File: src/rtl/step_ctrl.sv
`default_nettype none
// ============================================================================
//  step_ctrl
//  Debounced single-step button plus auto-step divider generating a
//  one-cycle step-enable pulse, a latched switch value and a step counter.
//  Revision: 1.0
// ============================================================================
module step_ctrl #(
    parameter int unsigned DB_CYCLES   = 4,
    parameter int unsigned AUTO_PERIOD = 8,
    parameter int unsigned CNT_W       = 8
) (
    input  logic             clk,
    input  logic             reset,
    input  logic             btn_in,
    input  logic [1:0]       sw_raw,
    input  logic             auto_en,
    output logic             ctrl_out,
    output logic [1:0]       sw_out,
    output logic [CNT_W-1:0] step_count,
    output logic             busy
);

    typedef enum logic [1:0] {
        IDLE = 2'd0,
        ARM  = 2'd1,
        FIRE = 2'd2,
        HOLD = 2'd3
    } state_t;

    localparam logic [7:0] c_db_last   = 8'(DB_CYCLES - 1);
    localparam logic [7:0] c_auto_last = 8'(AUTO_PERIOD - 1);

    state_t     r_state;
    logic [7:0] r_dbc;
    logic [7:0] r_div;

    logic       r_btn_q1;
    logic       r_btn_s;
    logic [1:0] r_sw_q1;
    logic [1:0] r_sw_s;

    logic       w_auto_tick;
    logic       w_arm_done;
    logic       w_pulse;

    // Two-flop synchronizers for the asynchronous button and switch inputs.
    always_ff @(posedge clk or negedge reset) begin
        if (!reset) begin
            r_btn_q1 <= 1'b0;
            r_btn_s  <= 1'b0;
            r_sw_q1  <= 2'b00;
            r_sw_s   <= 2'b00;
        end else begin
            r_btn_q1 <= btn_in;
            r_btn_s  <= r_btn_q1;
            r_sw_q1  <= sw_raw;
            r_sw_s   <= r_sw_q1;
        end
    end

    assign w_auto_tick = (r_state == IDLE) && auto_en && (r_div == c_auto_last);
    assign w_arm_done  = (r_state == ARM) && r_btn_s && (r_dbc == c_db_last);
    assign w_pulse     = w_auto_tick || w_arm_done;

    always_ff @(posedge clk or negedge reset) begin
        if (!reset) begin
            r_state    <= IDLE;
            r_dbc      <= 8'd0;
            r_div      <= 8'd0;
            ctrl_out   <= 1'b0;
            sw_out     <= 2'b00;
            step_count <= '0;
        end else begin
            ctrl_out <= w_pulse;
            if (w_pulse) begin
                sw_out     <= r_sw_s;
                step_count <= step_count + CNT_W'(1);
            end

            // Divider only runs while idle with auto enabled.
            if ((r_state == IDLE) && auto_en)
                r_div <= w_auto_tick ? 8'd0 : r_div + 8'd1;
            else
                r_div <= 8'd0;

            case (r_state)
                IDLE: begin
                    if (r_btn_s) begin
                        r_state <= ARM;
                        r_dbc   <= 8'd0;
                    end
                end
                ARM: begin
                    if (!r_btn_s)
                        r_state <= IDLE;
                    else if (r_dbc == c_db_last)
                        r_state <= FIRE;
                    else
                        r_dbc <= r_dbc + 8'd1;
                end
                FIRE: begin
                    r_state <= HOLD;
                    r_dbc   <= 8'd0;
                end
                HOLD: begin
                    // Any high sample restarts the release debounce window.
                    if (r_btn_s)
                        r_dbc <= 8'd0;
                    else if (r_dbc == c_db_last)
                        r_state <= IDLE;
                    else
                        r_dbc <= r_dbc + 8'd1;
                end
                default: r_state <= IDLE;
            endcase
        end
    end

    assign busy = (r_state != IDLE);

endmodule
`default_nettype wire

File: config.mk
export PLATFORM = sky130hd
export DESIGN_NAME = step_ctrl
export DESIGN_NICKNAME = d
export VERILOG_FILES = /design/src/rtl/step_ctrl.sv
export SDC_FILE = /design/constraint.sdc
export NUM_CORES = 1
export LEC_CHECK = 0
export CAP_MARGIN = 10
export CORE_MARGIN = 10
export CORE_UTILIZATION = 45
export DETAILED_ROUTE_END_ITERATION = 6
export PLACE_DENSITY = 0.66
export SLEW_MARGIN = 15
export SYNTH_ARGS = -nofsm -noshare
export SYNTH_HDL_FRONTEND = slang
export SYNTH_SLANG_ARGS = --single-unit
File: constraint.sdc
create_clock -name clk -period 5.9 [get_ports clk]
set_input_delay 1.18 -clock clk [delete_from_list [all_inputs] [get_ports clk]]
set_output_delay 1.18 -clock clk [all_outputs]
set_load 0.005 [all_outputs]
# Yosys cells after proc, flatten, opt, wreduce, memory -nomap -nowiden
# Index checks and enable logic that the tools add are counted.
totals:
  regBits: 35
  input_bits: 6
  output_inout_bits: 12
  word_cells: 45
op_classes:
  add_sub_neg: 3
  eq_ne: 10
  n_mux: 13
  n_reduce_logical: 9
op_table:
  columns: ["op", "count"]
  rows:
  - ["$mux 8", 6]
  - ["$pmux 8 s4", 1]
  - ["$add 8x1->8 const B", 3]
  - ["$mux 2", 5]
  - ["$eq 8x2->1 const B", 1]
  - ["$eq 8x3->1 const B", 1]
  - ["$ne 2x2->1 const B", 4]
  - ["$pmux 2 s4", 1]
  - ["$eq 2x2->1 const B", 2]
  - ["$logic_and 1x1->1", 4]
  - ["$reduce_and 4->1", 1]
  - ["$ne 3x2->1 const B", 1]
  - ["$eq 2x1->1 const B", 1]
  - ["$logic_not 2->1", 1]
  - ["$reduce_and 2->1", 1]
  - ["$reduce_bool 2->1", 1]
  - ["$logic_or 1x1->1", 1]

# Logic depth before layout (Yosys ltp)
# Gate-level depths: netlist of the first run.
logic_depth:
  ltp_word: 5
  depth_mapped: 6
  ltp_nobuf: 5

# Least setup slack after synthesis of the first run
# Ideal clock, no wire load.
synth_timing:
  path_type: "input to register"
  start: "in auto_en"
  end: "reg step_count[1]"
  setup_ps: 125
  arrival_ps: 2657
  required_ps: 5775
  slack_ps: 3118
  path_stages: 5
  n_path_buf: 1
  path_cell_list: "or3b_2 -> or4_4 -> buf_6 -> nand2_1 -> mux2_2"
synth_via:
  elab_chain_cells: 3
synth_rtl:
  columns: ["item", "line_no", "source"]
  rows:
  - ["from (decl)", "17", "input logic auto_en,"]
  - ["$logic_and 1x1->1 (2 in series)", "62", "assign w_auto_tick = (r_state == IDLE) && auto_en && (r_div == c_auto_last);"]
  - ["$logic_or 1x1->1", "64", "assign w_pulse = w_auto_tick || w_arm_done;"]
  - ["via w_pulse", "45", "logic w_pulse;"]
  - ["to (signal assigned)", "78", "step_count <= step_count + CNT_W'(1);"]
  - ["to (decl)", "20", "output logic [CNT_W-1:0] step_count,"]
# The timed path passes the listed nets, and every way through them passes these cells.
# A chain may end at the register's enable or synchronous reset.

# Worst setup path after layout of the first run
# Same ends and word-level chain as after synthesis.

==> summary.md, run 1 <==
| Metric | Value |
|---|---|
| Status | complete, no violations |
| Clk pin slew, worst setup/hold paths | roughly 100 ps |
| P_leak | 0.7992 nW |
| Die width | a little under 80 um |
| EDFF count, synth | 0 |
| Syn nets | roughly 150 |
| Synth warn | 0 |
| Crit path max fanout | 7 |
| CTS tree | done |
| I/O Buffers | 17 |
| Htree depth | 2 |
| Worst-Margin Slew | slightly below 1000 ps |
| FF+latch count, synth | 35 |
| I/O pins | 18 |
| Clock Latency Late Sink | around 340 ps |
| Slowest stage delay, CP | a little under 500 ps |
| Tot GR Track Use | 0.09879 |
| Fin Hold WS | ~360 ps |
| Worst Setup EP | step_count[1] |
| Final WS setup | 3010 ps |
| Max Freq | between 0.3 and 0.4 GHz |
| Post-route minimum period | 2890 ps |
| # Post-CTS Setup Buffers | 0 |
| Global-route wire length before repair | 5023 um |
| Largest net degree at the start of global routing | 36 |
| Worst path cell trace | clkdlybuf4s50_1, or3b_2, or4_4, nand2_1, mux2_2 |
| Worst reg2reg path startpoint | r_dbc[0] |
| TritonCTS Sinks | 35 |
| PostCTS Resize Cnt | 0 |
| Seq. cell area | ~900 um2 |
| Main flop type after synthesis | dfrtp_1 |
| Hold Fails Final Rpt | 0 |
| GP Congestion | roughly 0.82 |
| Setup CP Type | input port to flop |
| Max-cap violations | 0 |
| Final core utilization | 0.5599 |
| Yosys cell types | 35 |
| Clk_skew | ~11 ps |
| Clk buf depth | 2 |
| Die Y | 79.29 um |
| Diodes inserted | 0 |
| P per Cell Area | slightly below 400 nW/um2 |
| Synthesized cell area | about 1600 um2 |
| Max VDD drop | ~0.19 mV |
| P_int | 0.0005042 W |
| Sequential-to-total area share from yosys stat | 0.5538 |
| Final global-route overflow total | 0 |
| CTS Buf Count | 5 |
| Initial Util | 0.4702 |
| Post-synthesis cell count | around 140 |
| Number of antenna violations at the first check in global routing | 0 |
| Async set-reset flop share out of synthesis | 1.000 |
| Arrival time worst endpoint | between 3000 and 4000 ps |
| Initial DRC count | 69 |
| Routed Antenna Nets | 0 |
| Area of the multi-input gates | 666.9 um2 |
| Area Growth Syn to Fin | 19.07% |
| Switching power | 0.0002336 W |
| Comb pwr share | 0.300 |
| FF-to-FF path depth | 5 |
| Nets@finish | ~170 |
| RSZ-0062 raised after global routing | false |
| Avg WL per Cell | approximately 14 um |
| Worst EP required | 6130 ps |
| Switching Fraction | 0.3166 |
| Clock power frac | 0.242 |
| Mapped Avg Cell Area | between 10 and 15 um2 |
| Number of remaining DRC errors | 0 |
| DP Wirelength | ~2100 um |
| Setup_tns | 0 ps |
| Period Utilization, post-route | 0.4898 |
| Power share of the sequential group | 0.459 |
| Share of cells above drive strength 1 | 0.1118 |
| Commonest non-fill, non-tap cell in the layout | dfrtp_1 |
| Crit start category | input port |
| Tot Pwr | about 0.00074 W |
| Slew HR | 0.3549 |
| Vias/cell | 5.300 |
| Post-Route WL | between 2000 and 3000 um |
| Core Box Area | 3363 um2 |
| Hold Crit Depth | 0 |
| Setup violators final | 0 |
| Commonest non-fill, non-tap cells in the layout | dfrtp_1, clkdlybuf4s50_1, nor2_1 |
| Post-CTS Hold Fix Bufs | 0 |
| Final Max Tran Viols | 0 |
| Full die area | roughly 6300 um2 |
| Worst Setup SP | auto_en |
| Vias | around 1.1k |
| Vias in the first global route | 1086 |
| Pre-CTS WS | between 2000 and 3000 ps |
| Root Driver | clkbuf_4 |
| CP max-delay cell | or4_4 |
| Reg-to-reg endpoint | step_count[1] |
| Setup slack, reg-to-reg | 3630 ps |
| Detailed Routing Iterations Pass 1 | 4 |
| CP Capture Type | flop |
| Worst Hold Class | flop to flop |
| Row count | 21 |
| FILL cells | ~330 |
state kept, by name, summed over array words and instances (netlist names), named ones only:
register and flops:
ctrl_out 1, r_btn_q1 1, r_sw_s 2, r_state 1, r_dbc 8, step_count 8
r_btn_s 1, r_div 8, sw_out 2, r_sw_q1 2
cells in the mapped netlist (2+ instances only):
library cell / number / area share
dfrtp_1: 35 / 0.55
nor2_1: 11 / 0.026
xor2_1: 10 / 0.055
nand2_1: 9 / 0.021
nand3_1: 9 / 0.028
xnor2_1: 6 / 0.033
inv_1: 5 / 0.012
a211oi_1: 4 / 0.019
a21oi_1: 4 / 0.013
a22o_1: 4 / 0.022
a31oi_1: 4 / 0.016
and3_1: 3 / 0.012
ha_1: 3 / 0.024
mux2_2: 3 / 0.021
nand4_1: 3 / 0.012
nor2b_1: 2 / 0.0079
o21ai_0: 2 / 0.0063
o31ai_1: 2 / 0.0095
or2_2: 2 / 0.0079
or4_4: 2 / 0.014
kinds of logic (layout without fill, tap and decap cells):
family | after synthesis | in the layout | share of synthesized area
AOI/OAI and AO/OA | 22 | 22 | 0.1076
buffers and inverters | 8 | 31 | 0.02452
and+or+nand+nor | 48 | 48 | 0.1606
DFF | 35 | 35 | 0.5538
muxes | 5 | 5 | 0.03481
adders and majority gates | 4 | 4 | 0.03007
xor gates and xnor gates | 16 | 16 | 0.08860
worst min-delay path by stage:
stage,slack [ps],end,start
after floorplan,330,r_btn_s,r_btn_q1
after global placement,330,r_btn_s,r_btn_q1
after detailed placement,340,r_btn_s,r_btn_q1
after CTS,360,r_btn_s,r_btn_q1
after global routing,360,r_btn_s,r_btn_q1
final,360,r_btn_s,r_btn_q1
power by group through the flow:
stage,sequential (W),clock (W),combinational (W)
after CTS,0.000339,0.000184,0.000226
after detailed placement,0.000344,0,0.000225
final,0.000338,0.000178,0.000221
after floorplan,0.000330,0,0.000132
after global placement,0.000340,0,0.000219
after global routing,0.000348,0.000191,0.000251
stage by stage:
step	instances	area, um2
finish	207	1883
global route	207	1883
CTS	207	1883
detailed placement	199	1797
global placement	199	1797
floorplan	138	1582
per-layer routing:
metal / part of all wire / vias up / track usage / routed length [um]
li1: - / 530 / - / -
met1: 0.45 / 540 / 0.1121 / 1255
met2: 0.49 / 21 / 0.1566 / 1368
met3: 0.048 / 6 / 0.04167 / 134
met4: 0.018 / 0 / 0.04839 / 51
met5: 0 / - / 0 / 0
worst max-delay path, delay by kind of cell:
| kind | cells | cell delay, ps |
|---|---|---|
| and+or+nand+nor | 3 | 1130 |
| buffers and inverters | 1 | 440 |
| muxes | 1 | 360 |
cell type report:
class                   count  share of cell area
repair buffers             18             0.09435
flip-flops and latches     35              0.4651
multi-input cells          95              0.3542
inverters                   5            0.009967
well taps                  46             0.03056
clock inverters             2             0.01860
clock buffers               6             0.02724
Note: power is estimated with default switching activity, not from simulation.
==> inputs of run 2 (changes only) <==
==> constraint.sdc (replaced) <==
create_clock -name clk -period 2.9 [get_ports clk]
set_input_delay 0.58 -clock clk [delete_from_list [all_inputs] [get_ports clk]]
set_output_delay 0.58 -clock clk [all_outputs]
set_load 0.005 [all_outputs]
==> summary.md, run 2 (synthesis results as in run 1) <==
| Metric | Value |
|---|---|
| Number of remaining DRC errors | 0 (unchanged) |
| Vias/cell | 5.303 (about the same) |
| Htree depth | 2 (unchanged) |
| Die width | 79.29 um (unchanged) |
| Pre-CTS WS | 226.8 ps (-2413 ps) |
| Arrival time worst endpoint | 2580 ps (-540 ps) |
| Final WS setup | 559.5 ps (-2451 ps) |
| Routed Antenna Nets | 0 (unchanged) |
| Commonest non-fill, non-tap cells in the layout | dfrtp_1, clkdlybuf4s50_1, nor2_1 |
| Post-route cell area | 1891 um2 (+0.40%) |
| Clk buf depth | 2 (unchanged) |
| Largest net degree at the start of global routing | 36 (unchanged) |
| Clk_skew | 11.45 ps (+0.9098 ps) |
| Area Growth Syn to Fin | 19.54% |
| Tot GR Track Use | 0.1007 (+0.001892) |
| Post-Route WL | 2917 um (+3.8%) |
| Diodes inserted | 0 (unchanged) |
| Detailed Routing Iterations Pass 1 | 4 (unchanged) |
| Worst Hold Class | flop to flop |
| P per Cell Area | 801.5 nW/um2 (+100%) |
| P_leak | 0.8042 nW (+0.63%) |
| Commonest non-fill, non-tap cell in the layout | dfrtp_1 |
| Max VDD drop | 0.3401 mV (+78%) |
| Global-route wire length before repair | 5071 um (+0.96%) |
| Final core utilization | 0.5621 (+0.002232) |
| Setup_tns | 0 ps (unchanged) |
| Core Box Area | 3363 um2 (unchanged) |
| Nets@finish | 170 (+0.59%) |
| Top flop regs | r_dbc x8, r_div x8, step_count x8 |
| Avg WL per Cell | 14.02 um (+3.3%) |
| Slew HR | 0.5746 (+0.2198) |
| Worst-Margin Slew | 632.2 ps (-329.7 ps) |
| Initial DRC count | 37 (-46%) |
| Setup CP Type | flop to flop |
| Root Driver | clkbuf_4 |
| Final Max Tran Viols | 0 (unchanged) |
| # Post-CTS Setup Buffers | 0 (unchanged) |
| Clk pin slew, worst setup/hold paths | 100 ps (about the same) |
| Clock Latency Late Sink | 340 ps (about the same) |
| Initial Util | 0.4702 (unchanged) |
| CTS tree | done |
| Status | complete, no violations |
| Vias in the first global route | 1092 (+0.55%) |
| Setup slack, reg-to-reg | 560 ps (-3070 ps) |
| Period Utilization, post-route | 0.8071 |
| Max-cap violations | 0 (unchanged) |
| Hold Fails Final Rpt | 0 (unchanged) |
| Setup violators final | 0 (unchanged) |
| CTS Buf Count | 5 (unchanged) |
| I/O pins | 18 (unchanged) |
| Crit start category | flop |
| Post-CTS Hold Fix Bufs | 0 (unchanged) |
| Full die area | 6286 um2 (unchanged) |
| PostCTS Resize Cnt | 0 (unchanged) |
| Post-route minimum period | 2341 ps |
| DP Wirelength | 2087 um (+0.27%) |
| Row count | 21 (unchanged) |
| DP Area | 1804 um2 (+0.42%) |
| Worst EP required | 3140 ps (-2990 ps) |
| Final global-route overflow total | 0 (unchanged) |
| Share of cells above drive strength 1 | 0.1173 (+0.005483) |
| Crit path max fanout | 7 (unchanged) |
| FILL cells | 324 (-2.7%) |
| Number of antenna violations at the first check in global routing | 0 (unchanged) |
| Die Y | 79.29 um (unchanged) |
| Max Freq | ~0.43 GHz |
| RSZ-0062 raised after global routing | false |
| CP Capture Type | flop |
| GP Congestion | 0.8162 (about the same) |
| Vias | 1103 (+0.55%) |
| I/O Buffers | 17 (unchanged) |
| TritonCTS Sinks | 35 (unchanged) |
-- run 2: area by class of cell --
cell class,instances,area (um2),share of cell area
multi-input cells,95,666.9,0.3527
clock buffers,6,51.30,0.02713
clock inverters,2,35.03,0.01853
repair buffers,19,185.2,0.09795
flip-flops and latches,35,875.8,0.4633
inverters,5,18.77,0.009927
well taps,46,57.56,0.03044
-- run 2: report_power, final --
part           total (W)  leakage (nW)  internal, W  switching, W
Sequential      0.000687         0.437     0.000579      0.000108
Combinational   0.000461         0.319     0.000252      0.000209
Clock           0.000367        0.0482     0.000204      0.000163
-- run 2: layer usage --
layer | global-route usage | vias to the layer above | part of all wire
li1 | - | 536 | -
met1 | 0.1142 | 543 | 0.45
met2 | 0.1599 | 17 | 0.48
met3 | 0.03941 | 7 | 0.049
met4 | 0.05376 | 0 | 0.018
met5 | 0 | - | 0
-- run 2: per-stage QoR --
stage	power (W)	hold WS, ps	std cells
global route	0.001632	368.8	208
floorplan	0.0009404	284.4	138
global placement	0.001148	332.5	200
finish	0.001515	359.4	208
CTS	0.001538	362.2	208
detailed placement	0.001168	337.3	200
-- run 2: worst max-delay path: stages (launching register included) --
cell and delay, ps:
dfrtp_1 460, nor4_1 610, nand4_1 480, nand2_1 330, mux2_2 360
-- run 2: worst paths after layout --
| check | start | endpoint | cells after the start |
|---|---|---|---|
| setup / recovery | r_dbc[4] | sw_out[1] | 4 |
| min in group asynchronous | reset | ctrl_out | 2 |
| max in group asynchronous | reset | step_count[7] | 2 |
| setup reg to reg | r_dbc[4] | sw_out[1] | 4 |
| hold / removal | r_sw_q1[0] | r_sw_s[0] | 0 |
| hold reg to reg | r_sw_q1[0] | r_sw_s[0] | 0 |
==> inputs of run 3 (changes only) <==
--- a/config.mk
+++ b/config.mk
@@ -9,7 +9,7 @@
 export CORE_MARGIN = 10
 export CORE_UTILIZATION = 45
 export DETAILED_ROUTE_END_ITERATION = 6
-export PLACE_DENSITY = 0.66
+export PLACE_DENSITY = 0.69
 export SLEW_MARGIN = 15
 export SYNTH_ARGS = -nofsm -noshare
 export SYNTH_HDL_FRONTEND = slang
==> constraint.sdc (replaced) <==
create_clock -name clk -period 1.9 [get_ports clk]
set_input_delay 0.38 -clock clk [delete_from_list [all_inputs] [get_ports clk]]
set_output_delay 0.38 -clock clk [all_outputs]
set_load 0.005 [all_outputs]
==> summary.md, run 3 (synthesis results as in run 1) <==
| Metric | Value |
|---|---|
| Share of cells above drive strength 1 | 0.2458 (+0.1285) |
| Row count | 21 (unchanged) |
| P_leak | 0.9021 nW (+12%) |
| Post-route minimum period | 2074 ps (-267.0 ps) |
| Die width | 79.29 um (unchanged) |
| Avg WL per Cell | 14.69 um (+4.8%) |
| Vias/cell | 5.129 (-3.3%) |
| Final global-route overflow total | 0 (unchanged) |
| I/O Buffers | 17 (unchanged) |
| Tot GR Track Use | 0.1161 (+0.01547) |
| Arrival time worst endpoint | 2360 ps (-220 ps) |
| Max Freq | 0.4823 GHz (+13%) |
| Area Growth Syn to Fin | 31.09% |
| Diodes inserted | 0 (unchanged) |
| Largest net degree at the start of global routing | 36 (unchanged) |
| I/O pins | 18 (unchanged) |
| Global-route wire length before repair | 5727 um (+13%) |
| Slew HR | 0.7044 (+0.1298) |
| Post-route cell area | 2073 um2 (+9.7%) |
| Setup_tns | -856.5 ps (-856.5 ps) |
| TritonCTS Sinks | 35 (unchanged) |
| Period Utilization, post-route | 1.091 (+0.2842) |
| CTS Buf Count | 5 (unchanged) |
| Status | complete, but fails checks |
| Clk buf depth | 2 (unchanged) |
| Setup CP Type | flop to flop |
| Vias | 1154 (+4.6%) |
| Root Driver | clkbuf_4 |
| Worst-Margin Slew | 443.4 ps (-188.8 ps) |
| Core Box Area | 3363 um2 (unchanged) |
| Final WS setup | -173.5 ps (-733.0 ps) |
| Top flop regs | r_dbc x8, r_div x8, step_count x8 |
| Initial DRC count | 74 (+100%) |
| Detailed Routing Iterations Pass 1 | 4 (unchanged) |
| Worst Hold Class | flop to flop |
| Hold Fails Final Rpt | 0 (unchanged) |
| Worst EP required | 2190 ps (-950 ps) |
| Vias in the first global route | 1200 (+9.9%) |
| Number of remaining DRC errors | 0 (unchanged) |
| Clock Latency Late Sink | 360 ps (+20 ps) |
| Max-cap violations | 0 (unchanged) |
| Max VDD drop | 0.6723 mV (+98%) |
| Clk pin slew, worst setup/hold paths | 110 ps (about the same) |
| Crit start category | flop |
| Setup violators final | 8 (+8) |
| CP Capture Type | flop |
| Commonest non-fill, non-tap cells in the layout | dfrtp_1, buf_4, clkdlybuf4s50_1 |
| Final Max Tran Viols | 0 (unchanged) |
| FILL cells | 304 (-6.2%) |
| Htree depth | 2 (unchanged) |
| Crit path max fanout | 5 (-2) |
| DP Area | 1938 um2 (+7.4%) |
| Final core utilization | 0.6164 (+0.05432) |
| Post-Route WL | 3306 um (+13%) |
| Failing checks | negative setup slack |
| Routed Antenna Nets | 0 (unchanged) |
| Full die area | 6286 um2 (unchanged) |
| DP Wirelength | 2379 um (+14%) |
| Initial Util | 0.4702 (unchanged) |
| CTS tree | done |
| Number of antenna violations at the first check in global routing | 0 (unchanged) |
| P per Cell Area | 1184 nW/um2 (+48%) |
| Die Y | 79.29 um (unchanged) |
| Nets@finish | 187 (+10%) |
| GP Congestion | 0.7843 (-3.9%) |
| RSZ-0062 raised after global routing | true |
| Clk_skew | 9.454 ps (-1.998 ps) |
| Commonest non-fill, non-tap cell in the layout | dfrtp_1 |
[run 3: power by group]
part | total [W] | internal [W] | leakage (nW) | switching (W)
registers | 0.00103 | 0.000884 | 0.437 | 0.000145
logic | 0.000884 | 0.000456 | 0.420 | 0.000428
clock network | 0.000540 | 0.000277 | 0.0452 | 0.000264
total | 0.00245 | 0.00162 | 0.902 | 0.000837
[run 3: repair_timing]
action | CTS | global route
hold buffers | 0 | 0
gates resized for setup | 6 | 3
buffers inserted | 2 | 0
endpoints found under the setup margin | 9 | 13
endpoints found under the hold margin | 0 | 0
pin swaps | 4 | 2
[run 3: worst paths after layout]
| check | from | end | slack (ps) | cells after the start |
|---|---|---|---|---|
| setup / recovery | r_div[6] | step_count[5] | -170 | 5 |
| max in group asynchronous | reset | r_btn_q1 | 1160 | 2 |
| setup reg to reg | r_div[6] | step_count[5] | -170 | 5 |
| hold / removal | r_btn_q1 | r_btn_s | 370 | 0 |
| hold reg to reg | r_btn_q1 | r_btn_s | 370 | 0 |
| min in group asynchronous | reset | r_div[2] | 430 | 2 |
[run 3: area by class of cell]
class | count | area, um2 | share of cell area
clock buffer | 5 | 37.54 | 0.01810
clock inverter | 3 | 43.79 | 0.02112
inverter | 5 | 18.77 | 0.009052
multi-input combinational | 95 | 724.4 | 0.3494
sequential | 35 | 875.8 | 0.4224
tap | 46 | 57.56 | 0.02776
timing repair buffer | 36 | 315.3 | 0.1521
[run 3: critical path, stage by stage, from the launching register on]
cell,delay (ps)
dfrtp_1,410
or4_4,540
or4_4,490
buf_4,190
a211oi_4,210
xor2_1,160
[run 3: stage by stage]
stage / setup WS, ps / cells / hold WS [ps] / power (W)
floorplan: -91.65 / 138 / 84.41 / 0.001478
global placement: -427.6 / 215 / 336.3 / 0.001845
detailed placement: -464.5 / 215 / 341.3 / 0.001894
CTS: -161.1 / 225 / 370.5 / 0.002458
global route: -224.8 / 225 / 381.8 / 0.002627
finish: -173.5 / 225 / 365.5 / 0.002454
[run 3: metal layers]
layer  wire length (um)  vias up  share of wire  GRT usage
met4                 91        0          0.028    0.06093
met1               1441      557           0.44     0.1305
met3                129        8          0.039    0.04392
met2               1643       21           0.50     0.1876
li1                   -      568              -          -
met5                  0        -              0          0
==> RTL edit 1 (settings of run 2) <==
Set the parameter `CNT_W` to 12 (it was 8).
--- a/src/rtl/step_ctrl.sv
+++ b/src/rtl/step_ctrl.sv
@@ -8,7 +8,7 @@
 module step_ctrl #(
     parameter int unsigned DB_CYCLES   = 4,
     parameter int unsigned AUTO_PERIOD = 8,
-    parameter int unsigned CNT_W       = 8
+    parameter int unsigned CNT_W       = 12
 ) (
     input  logic             clk,
     input  logic             reset,
Ports: changed (resized step_count); port bits go from 18 to 22. No check against the original RTL was run, so the function may have changed too.
==> RTL edit 1 against run 2 <==
- wire length is 27% higher
- synthesized area increased by 17%
- sequential cell count is 4 higher
- cell count up 13%
- clock power rose by 27%
- utilization fell by 0.75 points
- setup slack improved by 0.18 ns
- total power shrank 2.2%
- fmax increased by 8.5%
- cell area up 17%
==> RTL edit 1: results <==
[run_status]
status = "finished clean"

[clock_network]
ctsResizeCount = 0
path_clk_slew_ns = 0.07
cts_buffers = 5
clockRootBuffer = "clkbuf_8"
clk_latency_ns = 0.29

[yosys]
synth_fa_ha_area_frac = 0.0257
ys_top_cells_by_area = "dfrtp_1 (53%), xor2_1 (7.6%), nand3_1 (3.0%)"
synth_xor_area_frac = 0.0899
muxShareOfSynthArea = 0.0297
synth_fp_nets = 166
ys_types = 42
ys_warn_count = 0
synth-compound-area-share = 0.108
synthArstFlopShare = 1.00
yosysSeqAreaShare = 0.527
synthTopCellsByCount = "dfrtp_1 (39), xor2_1 (16), nand3_1 (11), nand2_1 (9), a21oi_1 (8)"

[global_routing]
track_usage = 0.110
grt_max_degree = 40
grt_util_met2 = 0.176
use_met3 = 0.0377
grt_pass1_vias = 1425
grtUsageMet1 = 0.130
grt_pass1_wl_um = 6580

[place]
dp_slack_ns = 0.594
hpwl_um = 2650
io_buffers = 21
gp_congestion = 0.847
placed_cell_area_mm2 = 0.00210

[pwr]
ir_drop_uv = 475
comb_power_share = 0.217
pwr-share-seq = 0.469
leakage_uw = 0.000918
p_sw_uw = 422

[sta]
max_slew_margin = 0.438
skew_ns = 0.00624
timing.fmax_mhz = 463

[layout]
fillCellCount = 343
nets = 192
largest_registers = "step_count x12, r_dbc x8, r_div x8"
layout-drive-gt1-share = 0.158

[critical_path]
arrival_ns = 1.58
crit_slowest_cell = "dfrtp_1"
reg2regPathDepth = 5
timing.rr.start = "r_dbc[0]"
regToRegSetupSlack_ns = 0.85
path_max_fanout = 10
slowest_delay_ns = 0.51
path_delay_family = "flip-flops"
r2r_end = "step_count[1]"
cp-endpoint = "busy"

[detailed_routing]
vias = 1301
met2WireLength_um = 1740
wl_met1_um = 1720
wl_per_cell_um = 15.8
drt_iter0_drc = 106
wl_met3_um = 191
[RTL edit 1: cell count changes after synthesis, sizes merged, moves of 4 or more]
cell	delta
o21ai	+5
a31oi	-4
xor2	+6
a21oi	+4
dfrtp	+4
nor2	-4
nand4	+4
[RTL edit 1: logic make-up after synthesis]
kind of cell | after synthesis
AND/OR/NAND/NOR | 57
buffers and inverters | 5
XOR/XNOR | 19
multiplexers | 5
adder cells (fa/ha/maj) | 4
AO/OA/AOI/OAI | 28
flip-flops | 39
[RTL edit 1: worst min-delay path by stage]
stage                     cells after the start  slack, ns  startpoint                          to
final                                         0       0.36  r_sw_q1[0]                   r_sw_s[0]
after global routing                          0       0.37  r_sw_q1[0]                   r_sw_s[0]
after CTS                                     0       0.36  r_sw_q1[0]                   r_sw_s[0]
after detailed placement                      0       0.34  r_sw_q1[0]                   r_sw_s[0]
after global placement                        0       0.33    r_btn_q1                     r_btn_s
after floorplan                               0       0.28       reset  asynchronous set/reset pin
[RTL edit 1: stage by stage]
step,total power (uW),util,std cells
2_1_floorplan,888,-,157
3_3_place_gp,1010,0.525,226
3_5_place_dp,1030,0.525,226
4_1_cts,1500,0.555,234
5_1_grt,1580,0.555,234
6_report,1480,0.555,234
[RTL edit 1: worst register-to-register path, cell delays in order, from the launching register on]
cell and delay, ns:
dfrtp_1 0.42, ha_1 0.24, nor3b_2 0.40, nand3_1 0.26, nand2_1 0.25, mux2_2 0.37
[RTL edit 1: cell type report]
type                       instances  share of cell area
tap                               50              0.0282
clock inverter                     2              0.0158
inverter                           3             0.00508
clock buffer                       6              0.0372
sequential                        39               0.440
timing repair buffer              21              0.0925
multi-input combinational        113               0.381
==> RTL edit 2 (flow settings as in run 2) <==
Made on the original files. Make the reset (`reset`) synchronous in 2 clocked blocks. Comments in the files are not updated.
--- a/src/rtl/step_ctrl.sv
+++ b/src/rtl/step_ctrl.sv
@@ -45,7 +45,7 @@
     logic       w_pulse;
 
     // Two-flop synchronizers for the asynchronous button and switch inputs.
-    always_ff @(posedge clk or negedge reset) begin
+    always_ff @(posedge clk) begin
         if (!reset) begin
             r_btn_q1 <= 1'b0;
             r_btn_s  <= 1'b0;
@@ -63,7 +63,7 @@
     assign w_arm_done  = (r_state == ARM) && r_btn_s && (r_dbc == c_db_last);
     assign w_pulse     = w_auto_tick || w_arm_done;
 
-    always_ff @(posedge clk or negedge reset) begin
+    always_ff @(posedge clk) begin
         if (!reset) begin
             r_state    <= IDLE;
             r_dbc      <= 8'd0;
Function: differs if reset is asserted again (counterexample within 4 cycles, from zero or initial values and one cycle with reset low); with reset held inactive, the same outputs for 10 cycles.
==> RTL edit 2 against run 2 <==
- synthesized cell count up 25%
- count of clock-buffer cells in the layout unchanged
- setup slack better by 0.18 ns
- non-clock buffer count down 1
- wire length up 10%
- sequential cell count unchanged
- synthesized area up 1.5%
- cell area up 0.93%
- critical path type is now reg -> out
- largest cell class is now multi-input combinational cells
- highest routed layer unchanged
Power is not compared: it rests on default switching activity, and its combinational part moved more than twofold at a synthesized area within 25%.
==> RTL edit 2: results <==
[place]
hpwl_um = 2380
io_buffers = 17
gp_congestion = 0.820
dp_slack_ns = 0.829

[detailed_routing]
vias = 1273
drt_iter0_drc = 100
wirelength_um = 3220
drt-pass1-iter-count = 4

[global_routing]
grt_pass1_wl_um = 5580
track_usage = 0.107
grt_max_degree = 21

[clock_network]
cts.path.max_buffers = 2
cts_max_level = 2
cts_setup_buffers = 0
cts_buffers = 5
path_clk_slew_ns = 0.12
clockRootBuffer = "clkbuf_4"

[min_path]
hold_depth = 1
worstHoldPathType = "reg -> reg"
hold_path_startpoint = "r_btn_q1"

[critical_path]
reg2regPathDepth = 5
critPathKind = "reg -> out"
path_max_fanout = 12
path_delay_family = "flip-flops"
arrival_ns = 1.58
slowest_delay_ns = 0.55
timing.rr.start = "r_dbc[0]"
crit_slowest_cell = "dfxtp_1"

[pwr]
swShare = 0.211
comb_power_share = 0.038
powerSeq_uw = 491
ir_drop_uv = 314

[layout]
largest_registers = "r_dbc x8, r_div x8, step_count x8"
insertedDiodeCount = 0
nets = 202
layout-drive-gt1-share = 0.103
fillCellCount = 296

[yosys]
ys_top_cells_by_area = "dfxtp_1 (44%), mux2i_1 (4.4%), a21oi_1 (3.4%)"
syn_inst = 172
yosysSeqAreaShare = 0.436
ys_types = 40
synthArstFlopShare = 0
synth_ff_type = "dfxtp_1"
synthTopCellsByCount = "dfxtp_1 (35), nand2_1 (13), a21oi_1 (11), nand3_1 (11), nor2_1 (10)"
synth_fp_nets = 181
ys_warn_count = 0

[run_status]
status = "finished clean"

[sta]
skew_ns = 0.0167
tightest_slew_ns = 0.429
==> RTL edit 2: cell types whose count changed after synthesis, sizes merged, moves of 5 or more <==
| cell | change |
|---|---|
| mux2i | +6 |
| dfrtp | -35 |
| nand2b | +5 |
| xor2 | -7 |
| and2 | +7 |
| a21oi | +7 |
| dfxtp | +35 |
| o21ai | +6 |
==> RTL edit 2: cells by family after synthesis <==
| kind of cell | Yosys count | share of synthesized area |
|---|---|---|
| mux | 7 | 0.0436 |
| simple gates | 77 | 0.291 |
| flops | 35 | 0.436 |
| compound gates | 32 | 0.132 |
| xor+xnor | 8 | 0.0436 |
| fa+ha+maj | 4 | 0.0296 |
| buf+inv | 9 | 0.0234 |
==> RTL edit 2: final timing paths <==
check	slack (ns)	end
worst max-delay path	0.74	busy
worst min-delay path	0.44	r_btn_s
worst max register to register	1.11	r_dbc[7]
worst min register to register	0.44	r_btn_s
==> RTL edit 2: per-layer routing <==
layer / part of all wire / vias up / track usage
met5: 0 / - / 0
met4: 0.028 / 0 / 0.0627
met3: 0.040 / 9 / 0.0293
met2: 0.46 / 26 / 0.172
met1: 0.47 / 584 / 0.124
li1: - / 654 / -
==> RTL edit 2: through the flow <==
step	power, uW	utilization	cell area, um2	std cells
2_1_floorplan	523	-	1610	172
3_3_place_gp	536	0.537	1820	232
3_5_place_dp	537	0.537	1820	232
4_1_cts	906	0.563	1910	240
5_1_grt	927	0.563	1910	240
6_report	896	0.563	1910	240
==> RTL edit 2: cell type report <==
cell class | instances | area (um2) | share of cell area
repair buffers | 18 | 178 | 0.0931
clock buffers | 6 | 51.3 | 0.0269
multi-input cells | 128 | 867 | 0.454
flip-flops and latches | 35 | 701 | 0.367
clock inverters | 2 | 35.0 | 0.0184
well taps | 46 | 57.6 | 0.0302
inverters | 5 | 18.8 | 0.00984
